**config.mk**
```make
export PLATFORM = sky130hd
export DESIGN_NAME = gmii_tx_engine
export DESIGN_NICKNAME = d
export VERILOG_FILES = /design/src/rtl/eth_pkg.sv /design/src/rtl/crc32_d8.sv /design/src/rtl/gmii_tx_engine.sv
export SDC_FILE = /design/constraint.sdc
export NUM_CORES = 1
export LEC_CHECK = 0
export ABC_AREA = 1
export CORE_UTILIZATION = 33
export CTS_BUF_LIST = sky130_fd_sc_hd__clkbuf_4
export CTS_CLUSTER_DIAMETER = 120
export DETAILED_ROUTE_END_ITERATION = 10
export HOLD_SLACK_MARGIN = 0.15
export PLACE_DENSITY = 0.55
export SETUP_SLACK_MARGIN = 0.2
export SYNTH_ARGS = -nofsm -noshare
export SYNTH_HDL_FRONTEND = slang
export SYNTH_HIERARCHICAL = 1
export SYNTH_SLANG_ARGS = --single-unit
```
**constraint.sdc**
```tcl
create_clock -name sys_clk -period 3.83 [get_ports sys_clk]
set_input_delay 1.149 -clock sys_clk [delete_from_list [all_inputs] [get_ports sys_clk]]
set_output_delay 1.149 -clock sys_clk [all_outputs]
set_load 0.02 [all_outputs]
```
**src/rtl/eth_pkg.sv**
```systemverilog
// Shared Ethernet datapath definitions: wire constants, CRC-32 parameters,
// FIFO word layout and the transmit state encoding.
package eth_pkg;

  localparam logic [7:0]  ETH_PREAMBLE  = 8'h55;
  localparam logic [7:0]  ETH_SFD       = 8'hD5;
  localparam logic [31:0] CRC32_POLY_R  = 32'hEDB88320;
  localparam logic [31:0] CRC32_INIT    = 32'hFFFFFFFF;
  localparam logic [31:0] CRC32_RESIDUE = 32'hDEBB20E3;

  localparam int WORD_W         = 9;
  localparam int WORD_VALID_BIT = 8;
  localparam int WORD_DATA_MSB  = 7;

  typedef enum logic [3:0] {
    TX_IDLE,
    TX_PRE,
    TX_SFD,
    TX_DATA,
    TX_PAD,
    TX_FCS,
    TX_ABORT,
    TX_DRAIN,
    TX_IFG
  } tx_state_e;

  // Byte idx of a 32-bit CRC word, LSB first as it goes on the wire.
  function automatic logic [7:0] crc_byte(input logic [31:0] crc, input logic [1:0] idx);
    return crc[{idx, 3'b000} +: 8];
  endfunction

endpackage

```
**src/rtl/crc32_d8.sv**
```systemverilog
// Combinational IEEE 802.3 CRC-32 step over one byte (reflected form).
// Shared with the receive-side FCS checker.
module crc32_d8
  import eth_pkg::*;
(
  input  logic [31:0] crc_in,
  input  logic [7:0]  data_in,
  output logic [31:0] crc_out
);

  always_comb begin
    crc_out = crc_in ^ {24'h000000, data_in};
    for (int i = 0; i < 8; i++) begin
      crc_out = crc_out[0] ? ((crc_out >> 1) ^ CRC32_POLY_R) : (crc_out >> 1);
    end
  end

endmodule

```
**src/rtl/gmii_tx_engine.sv**
```systemverilog
// GMII transmit engine: FIFO frame words in, preamble/SFD/payload/pad/FCS/IFG out.
// Outputs are registered, so each state computes the byte for the next wire cycle.
//   state    | meaning
//   TX_IDLE  | wait for a frame head; stray delimiters are popped and dropped
//   TX_PRE   | remaining preamble bytes (the first is launched from IDLE)
//   TX_SFD   | SFD byte; CRC and byte count restart
//   TX_DATA  | one FIFO word per cycle; delimiter launches first pad/FCS byte
//   TX_PAD   | zero bytes up to MIN_LEN, then FCS byte 0
//   TX_FCS   | FCS bytes 1..3
//   TX_ABORT | underrun: raw CRC bytes 1..3 so the frame fails its check
//   TX_DRAIN | discard words up to and including the delimiter
//   TX_IFG   | inter-frame gap
module gmii_tx_engine
  import eth_pkg::*;
#(
  parameter int MIN_LEN = 60,
  parameter int IFG_LEN = 12,
  parameter int PRE_LEN = 7
) (
  input  logic        sys_clk,
  input  logic        sys_rst,
  input  logic [8:0]  rd_data,
  input  logic        rd_empty,
  output logic        rd_en,
  output logic        phy_tx_en,
  output logic [7:0]  phy_txd,
  output logic        busy,
  output logic [31:0] frame_cnt,
  output logic [15:0] underrun_cnt
);

  localparam logic [15:0] PRE_LOAD = 16'(PRE_LEN - 2);
  localparam logic [15:0] IFG_LOAD = 16'(IFG_LEN - 1);
  localparam logic [10:0] MIN_CNT  = 11'(MIN_LEN);

  tx_state_e   state_q, state_d;
  logic [15:0] cnt_q, cnt_d;
  logic [10:0] byte_cnt_q, byte_cnt_d;
  logic [31:0] crc_q, crc_d;
  logic [1:0]  idx_q, idx_d;
  logic        tx_en_q, tx_en_d;
  logic [7:0]  txd_q, txd_d;
  logic [31:0] frame_cnt_q, frame_cnt_d;
  logic [15:0] underrun_cnt_q, underrun_cnt_d;

  logic        pop;
  logic        word_valid;
  logic [7:0]  word_byte;
  logic [7:0]  crc_data;
  logic [31:0] crc_next;
  logic [10:0] byte_cnt_inc;

  assign word_valid   = rd_data[WORD_VALID_BIT];
  assign word_byte    = rd_data[WORD_DATA_MSB:0];
  assign byte_cnt_inc = (byte_cnt_q == 11'h7FF) ? byte_cnt_q : byte_cnt_q + 11'd1;

  // Pad bytes (including the one launched by a short frame's delimiter) feed zeros.
  assign crc_data = (state_q == TX_DATA && word_valid) ? word_byte : 8'h00;

  crc32_d8 u_crc (
    .crc_in  (crc_q),
    .data_in (crc_data),
    .crc_out (crc_next)
  );

  always_comb begin
    state_d        = state_q;
    cnt_d          = cnt_q;
    byte_cnt_d     = byte_cnt_q;
    crc_d          = crc_q;
    idx_d          = idx_q;
    tx_en_d        = 1'b0;
    txd_d          = 8'h00;
    frame_cnt_d    = frame_cnt_q;
    underrun_cnt_d = underrun_cnt_q;
    pop            = 1'b0;

    case (state_q)
      TX_IDLE: begin
        if (!rd_empty) begin
          if (word_valid) begin
            tx_en_d = 1'b1;
            txd_d   = ETH_PREAMBLE;
            cnt_d   = PRE_LOAD;
            state_d = (PRE_LEN > 1) ? TX_PRE : TX_SFD;
          end else begin
            pop = 1'b1;
          end
        end
      end
      TX_PRE: begin
        tx_en_d = 1'b1;
        txd_d   = ETH_PREAMBLE;
        if (cnt_q == 16'd0) state_d = TX_SFD;
        else                cnt_d   = cnt_q - 16'd1;
      end
      TX_SFD: begin
        tx_en_d    = 1'b1;
        txd_d      = ETH_SFD;
        crc_d      = CRC32_INIT;
        byte_cnt_d = 11'd0;
        state_d    = TX_DATA;
      end
      TX_DATA: begin
        tx_en_d = 1'b1;
        if (rd_empty) begin
          txd_d   = crc_byte(crc_q, 2'd0);
          idx_d   = 2'd1;
          state_d = TX_ABORT;
        end else begin
          pop = 1'b1;
          if (word_valid) begin
            txd_d      = word_byte;
            crc_d      = crc_next;
            byte_cnt_d = byte_cnt_inc;
          end else if (byte_cnt_q < MIN_CNT) begin
            crc_d      = crc_next;
            byte_cnt_d = byte_cnt_inc;
            state_d    = TX_PAD;
          end else begin
            txd_d   = crc_byte(~crc_q, 2'd0);
            idx_d   = 2'd1;
            state_d = TX_FCS;
          end
        end
      end
      TX_PAD: begin
        tx_en_d = 1'b1;
        if (byte_cnt_q < MIN_CNT) begin
          crc_d      = crc_next;
          byte_cnt_d = byte_cnt_inc;
        end else begin
          txd_d   = crc_byte(~crc_q, 2'd0);
          idx_d   = 2'd1;
          state_d = TX_FCS;
        end
      end
      TX_FCS: begin
        tx_en_d = 1'b1;
        txd_d   = crc_byte(~crc_q, idx_q);
        idx_d   = idx_q + 2'd1;
        if (idx_q == 2'd3) begin
          frame_cnt_d = frame_cnt_q + 32'd1;
          cnt_d       = IFG_LOAD;
          state_d     = TX_IFG;
        end
      end
      TX_ABORT: begin
        tx_en_d = 1'b1;
        txd_d   = crc_byte(crc_q, idx_q);
        idx_d   = idx_q + 2'd1;
        if (idx_q == 2'd3) begin
          if (underrun_cnt_q != 16'hFFFF) underrun_cnt_d = underrun_cnt_q + 16'd1;
          state_d = TX_DRAIN;
        end
      end
      TX_DRAIN: begin
        if (!rd_empty) begin
          pop = 1'b1;
          if (!word_valid) begin
            cnt_d   = IFG_LOAD;
            state_d = TX_IFG;
          end
        end
      end
      TX_IFG: begin
        if (cnt_q == 16'd0) state_d = TX_IDLE;
        else                cnt_d   = cnt_q - 16'd1;
      end
      default: state_d = TX_IDLE;
    endcase
  end

  always_ff @(posedge sys_clk) begin
    if (sys_rst) begin
      state_q        <= TX_IDLE;
      cnt_q          <= '0;
      byte_cnt_q     <= '0;
      crc_q          <= CRC32_INIT;
      idx_q          <= '0;
      tx_en_q        <= 1'b0;
      txd_q          <= 8'h00;
      frame_cnt_q    <= '0;
      underrun_cnt_q <= '0;
    end else begin
      state_q        <= state_d;
      cnt_q          <= cnt_d;
      byte_cnt_q     <= byte_cnt_d;
      crc_q          <= crc_d;
      idx_q          <= idx_d;
      tx_en_q        <= tx_en_d;
      txd_q          <= txd_d;
      frame_cnt_q    <= frame_cnt_d;
      underrun_cnt_q <= underrun_cnt_d;
    end
  end

  assign rd_en        = pop & ~sys_rst;
  assign phy_tx_en    = tx_en_q;
  assign phy_txd      = txd_q;
  assign busy         = (state_q != TX_IDLE);
  assign frame_cnt    = frame_cnt_q;
  assign underrun_cnt = underrun_cnt_q;

endmodule

```
==> metrics.yaml, run 1 <==
placement:
  dp_hpwl_um: 20100
  port_buffers: 70
  dpl_cell_area_um2: 9720
  place_inst: 1801
  routabilityCongestion: 0.866
synth:
  synth_edf_count: 0
  syn-num-nets: 1437
  synth_ff_type: "dfxtp_1"
  synth_area_leaders: "dfxtp_1 (28%), nand2_1 (20%), nor2_1 (6.6%)"
  async_reset_ff_share_pct: 0
  seq_area_frac_synth_pct: 28.3
  synth.top_cell.area_share_pct: 28.3
  yosysTopAreaCell: "dfxtp_1"
  mappedNetlistArea_um2: 8630
  yosysUniqueCellTypes: 47
  syn-instance-count: 1419
  synth_warnings: 6
  ys_seq_elements: 122
  synth.avg_cell_area_um2: 6.08
clocking:
  clock-root-buffer: "clkbuf_4"
  cts_made_buffers: 17
  cts_tree: "built"
  clk_path_buf_depth: 2
  cts_sinks: 122
  clk_latency_ns: 0.57
  clk_pin_slew_ns: 0.10
  cts_setup_buffers: 0
  htree_levels: 4
die:
  initial_core_util_pct: 34.0
  die_y_um: 164
  num_rows: 58
  io_pins: 71
  die_area_um2: 26800
  core_area_um2: 25400
  dieWidth_um: 164
cells_and_area:
  final_cell_mix: "nand2_1 (460), nor2_1 (152), inv_1 (144)"
  multi_input_area_um2: 5420
  final_cell_area_um2: 10100
  seqCellArea_um2: 2440
  final.fill_count: 2768
  fin_nets: 1508
  synthToLayoutAreaGrowth_pct: 16.5
  fin_cells: 1833
  drive_gt1_share_pct: 8.72
  final_core_util_pct: 39.6
  final_common_cell: "nand2_1"
hold_path:
  whs_endpoint: "byte_cnt_q[1]"
  hp-class: "reg -> reg"
  hold_path_depth: 2
  min-delay-start: "byte_cnt_q[1]"
grt:
  antenna_found_initial: 2
  grt_start_max_net_pins: 66
  grt_pass1_wl_um: 44100
  grt_use_total_pct: 21.1
  grt_pass1_vias: 8238
  grt_remaining_overflow: 0
route:
  dr.pass1.iters: 7
  vias: 9222
  viasPerCell: 5.03
  drtIter0Drc: 892
  wl_per_cell_um: 15.2
  antenna_left: 0
  drc_errors: 0
  drt-total-wl_um: 27800
worst_setup_path:
  critPathKind: "in -> out"
  r2r_end: "crc_q[4]"
  crit_chain: "clkdlybuf4s50_1, inv_1, nand2_1, inv_1, nand2_1, a21oi_1, dlygate4sd2_1"
  rrSetupSlack_ns: 1.03
  slowest_stage: "clkdlybuf4s50_1"
  rr_worst_depth: 19
  required_ns: 2.68
  path_max_fanout: 3
  max_stage_delay_ns: 0.43
  cp-end-kind: "output pin"
  cp-start-kind: "primary input"
  arrival_ns: 2.39
  r2r-start: "state_q[0]"
job:
  maxCapViolCount: 0
sta:
  rsz0062_at_grt: "false"
  finalSetupViolCount: 0
  fmax_mhz: 283
  final_hold_viol_count: 0
  post-route-period-util_pct: 92.4
  worst_slew_pin_slew_ns: 0.780
  slew_violations: 0
  finalClockSkew_ns: 0.0363
  worst_hold_slack_ns: 0.495
  tns_ns: 0
  min_period_ns: 3.54
  relSlewSlack_pct: 48.0
pwr:
  p_per_area_nw_per_um2: 700
  ir_worst_vdd_uv: 432
  p_leak_nw: 4.29
outcome:
  status: "finished clean"
## stage by stage
stage	power, mW	setup WS, ns
3_5_place_dp	5.89	0.0439
4_1_cts	7.05	0.306
6_report	7.04	0.292
3_3_place_gp	5.87	0.0723
5_1_grt	7.67	0.201
2_1_floorplan	4.87	0.592
## report_power, final
group	internal, mW	switching (mW)	total [mW]
Sequential	1.50	0.227	1.73
Combinational	1.41	2.76	4.18
Clock	0.583	0.548	1.13
Total	3.50	3.54	7.04
## registers in the layout (all words and copies together) (netlist names)
name / count
crc_q: 32
frame_cnt: 32
cnt_q: 16
underrun_cnt: 16
byte_cnt_q: 11
phy_txd: 8
state_q: 4
idx_q: 2
phy_tx_en: 1
## cell type report
| class | count | share of cell area, % |
|---|---|---|
| Antenna cell | 1 | 0.0249 |
| Clock buffer | 18 | 1.34 |
| Clock inverter | 13 | 1.99 |
| Inverter | 160 | 6.02 |
| Multi-Input combinational cell | 1100 | 53.9 |
| Sequential cell | 122 | 24.3 |
| Tap cell | 330 | 4.11 |
| Timing Repair Buffer | 89 | 8.33 |
## what timing repair did
item | 4_1_cts | 5_1_grt
gates resized for setup | 1 | 0
setup endpoints to repair | 1 | 0
hold endpoints to repair | 0 | 0
hold buffers | 0 | 0
## cell usage after synthesis (2+ instances only)
cell / count
o211ai_1: 25
o21ai_0: 50
nand2_1: 460
buf_2: 10
o21bai_1: 4
nor2_4: 6
xnor2_1: 17
nand4_1: 9
nor4_1: 2
a21oi_1: 103
clkbuf_1: 21
nand2_4: 12
nand3_2: 3
nor3_2: 2
nor3_1: 28
buf_4: 4
nand2_2: 29
buf_1: 2
o21a_1: 2
nor3b_1: 2
inv_1: 144
o21ai_1: 2
xor2_1: 37
ha_1: 6
nand3_1: 101
nand2_8: 2
inv_2: 14
a31oi_1: 17
nor2_1: 152
dfxtp_1: 122
nor2_2: 8
nand3b_1: 8
## routing by layer
| metal | up-vias | GRT usage (%) | routed length [um] |
|---|---|---|---|
| met3 | 23 | 3.79 | 1580 |
| met5 | - | 0 | 12 |
| li1 | 4696 | - | - |
| met4 | 2 | 5.30 | 272 |
| met1 | 4198 | 28.8 | 13200 |
| met2 | 303 | 34.1 | 12700 |
## worst max-delay path: cells and delay by family
| family | cells | cell delay (ns) |
|---|---|---|
| AO/OA/AOI/OAI | 1 | 0.14 |
| buffers and inverters | 4 | 0.96 |
| AND/OR/NAND/NOR | 2 | 0.14 |
## kinds of logic (layout without fill, tap and decap cells)
group | count (synthesis) | in the layout | share of synthesized area [%]
fa+ha+maj | 6 | 6 | 0.870
buf+inv | 197 | 280 | 8.94
flops | 122 | 122 | 28.3
simple gates | 829 | 829 | 42.4
compound gates | 208 | 208 | 13.4
xor+xnor | 57 | 57 | 6.12
other cells | 0 | 1 | 0
## how the worst max path moves through the flow
stage                        start  endpoint  slack, ns  cells past startpoint
final                     rd_empty     rd_en       0.29                      7
after global routing      rd_empty     rd_en       0.20                      7
after global placement    rd_empty     rd_en       0.07                      7
after detailed placement  rd_empty     rd_en       0.04                      7
after CTS                 rd_empty     rd_en       0.31                      7
after floorplan           rd_empty     rd_en       0.59                      6
Power figures use the tool's default switching activity.
==> run 2: changes to the inputs <==
--- a/config.mk
+++ b/config.mk
@@ -12,6 +12,7 @@
 export DETAILED_ROUTE_END_ITERATION = 10
 export HOLD_SLACK_MARGIN = 0.15
 export PLACE_DENSITY = 0.55
+export REMOVE_ABC_BUFFERS = 1
 export SETUP_SLACK_MARGIN = 0.2
 export SYNTH_ARGS = -nofsm -noshare
 export SYNTH_HDL_FRONTEND = slang
==> run 2 against run 1 <==
- non-clock buffer count is the same
- power shrank 4.9%
- sequential share of layout area grew 0.27 points
- fmax grew 1.8%
- die area is the same
- clock-buffer cell count grew 1
- utilization shrank 0.43 points
- sequential power is essentially flat
- first-iteration DRC count shrank 6.3%
- clock skew shrank 0.020 ns
- combinational power shrank 1%
==> metrics.yaml, run 2 (synthesis results as in run 1) <==
grt:
  grt_use_total_pct: 20.9
  grt_pass1_vias: 8508
  antenna_found_initial: 1
  grt_remaining_overflow: 0
  grt_pass1_wl_um: 44100
  grt_start_max_net_pins: 38
sta:
  worst_hold_slack_ns: 0.493
  rsz0062_at_grt: "false"
  slew_violations: 0
  finalClockSkew_ns: 0.0159
  min_period_ns: 3.48
  setup_slack_ns: 0.353
  tns_ns: 0
  post-route-period-util_pct: 90.8
  finalSetupViolCount: 0
  relSlewSlack_pct: 47.0
  final_hold_viol_count: 0
  fmax_mhz: 288
  worst_slew_pin_slew_ns: 0.790
placement:
  post-place-ws_ns: 0.0367
  place_inst: 1801
  dpl_cell_area_um2: 9720
  routabilityCongestion: 0.854
  port_buffers: 70
  dp_hpwl_um: 19800
route:
  dr.pass1.iters: 7
  wl_per_cell_um: 14.7
  vias: 9180
  drc_errors: 0
  antenna_left: 0
  drtIter0Drc: 836
  drt-total-wl_um: 27000
  viasPerCell: 5.01
worst_setup_path:
  arrival_ns: 2.33
  max_stage_delay_ns: 0.42
  cp_num_buf_inv: 4
  cp-start-kind: "primary input"
  slowest_stage: "clkdlybuf4s50_1"
  crit_chain: "clkdlybuf4s50_1, inv_1, nand2_1, inv_1, nand2_1, a21oi_1, clkdlybuf4s15_1"
  cp-end-kind: "output pin"
  path_delay_family: "buffers and inverters"
  required_ns: 2.68
  path_max_fanout: 3
  critPathKind: "in -> out"
clocking:
  cts_tree: "built"
  clk_pin_slew_ns: 0.11
  clk_latency_ns: 0.55
  cts_sinks: 122
  cts_made_buffers: 17
  clk_path_buf_depth: 2
  htree_levels: 4
  clock-root-buffer: "clkbuf_4"
  cts_setup_buffers: 0
pwr:
  power_frac_seq_pct: 25.8
  p_leak_nw: 4.23
  p_sw_share_pct: 51.8
  p_int_mw: 3.23
  pwr-share-comb_pct: 61.8
  power.share.clock_pct: 12.4
  p_per_area_nw_per_um2: 674
  power_switching_mw: 3.47
  power_mw: 6.70
  ir_worst_vdd_uv: 210
cells_and_area:
  final_common_cell: "nand2_1"
  drive_gt1_share_pct: 8.53
  final.fill_count: 2793
  final_cell_mix: "nand2_1 (460), nor2_1 (152), inv_1 (144)"
  fin_cells: 1831
  synthToLayoutAreaGrowth_pct: 15.2
  fin_nets: 1508
  final_core_util_pct: 39.1
  final_cell_area_um2: 9940
outcome:
  status: "finished clean"
die:
  core_area_um2: 25400
  dieWidth_um: 164
  io_pins: 71
  initial_core_util_pct: 34.0
  die_area_um2: 26800
  num_rows: 58
  die_y_um: 164
hold_path:
  hp-class: "reg -> reg"
job:
  maxCapViolCount: 0
## run 2: cell types whose count changed in the layout (fill, tap and decap cells not counted)
cell,before,now
bufinv_16,5,1
clkinvlp_4,2,4
clkbuf_4,18,19
clkinv_4,1,0
clkdlybuf4s15_1,0,1
inv_6,2,1
clkinv_1,3,4
dlygate4sd2_1,1,0
## run 2: power groups by stage
stage	sequential [mW]	combinational (mW)	clock, mW
final	1.73	4.14	0.827
after global routing	1.77	4.66	0.911
after CTS	1.73	4.12	0.859
after detailed placement	1.76	4.10	0
after global placement	1.76	4.08	0
after floorplan	1.77	3.00	0
## run 2: worst register-to-register path: stages (launching register included)
cell and delay [ns]:
dfxtp_1 0.52, nand2_1 0.15, inv_2 0.13, nand2_4 0.13
nor2_4 0.12, inv_2 0.14, nor2_1 0.20, inv_1 0.09
nand2_1 0.10, nand2_4 0.13, nand2_8 0.11, nand2_8 0.08
nand2_2 0.09, nand2_1 0.11, xor2_1 0.17, o211ai_1 0.18
nand2_1 0.06, o21ai_0 0.07, nand2_1 0.06
## run 2: final cells by class
type | instances | area [um^2] | share of cell area, %
clock inverter | 10 | 81.3 | 0.818
timing repair buffer | 89 | 838 | 8.43
antenna | 1 | 2.50 | 0.0252
inverter | 160 | 606 | 6.09
sequential | 122 | 2440 | 24.6
clock buffer | 19 | 143 | 1.43
tap | 330 | 413 | 4.15
multi-input combinational | 1100 | 5420 | 54.5
## run 2: per-layer routing
| layer | routed length, um | vias up | GRT usage [%] |
|---|---|---|---|
| li1 | - | 4688 | - |
| met4 | 561 | 0 | 7.24 |
| met2 | 11600 | 264 | 32.7 |
| met5 | 0 | - | 0 |
| met3 | 1660 | 35 | 3.69 |
| met1 | 13200 | 4193 | 28.6 |
## run 2: final timing paths
kind,start,slack [ns],cells past startpoint,end
setup / recovery,rd_empty,0.35,7,rd_en
hold / removal,idx_q[1],0.49,2,idx_q[1]
hold reg to reg,idx_q[1],0.49,2,idx_q[1]
setup reg to reg,state_q[0],1.07,18,crc_q[7]
## run 2: timing repair
action | CTS | global route
endpoints found under the setup margin | 1 | 1
hold buffers | 0 | 0
resized for setup | 1 | 1
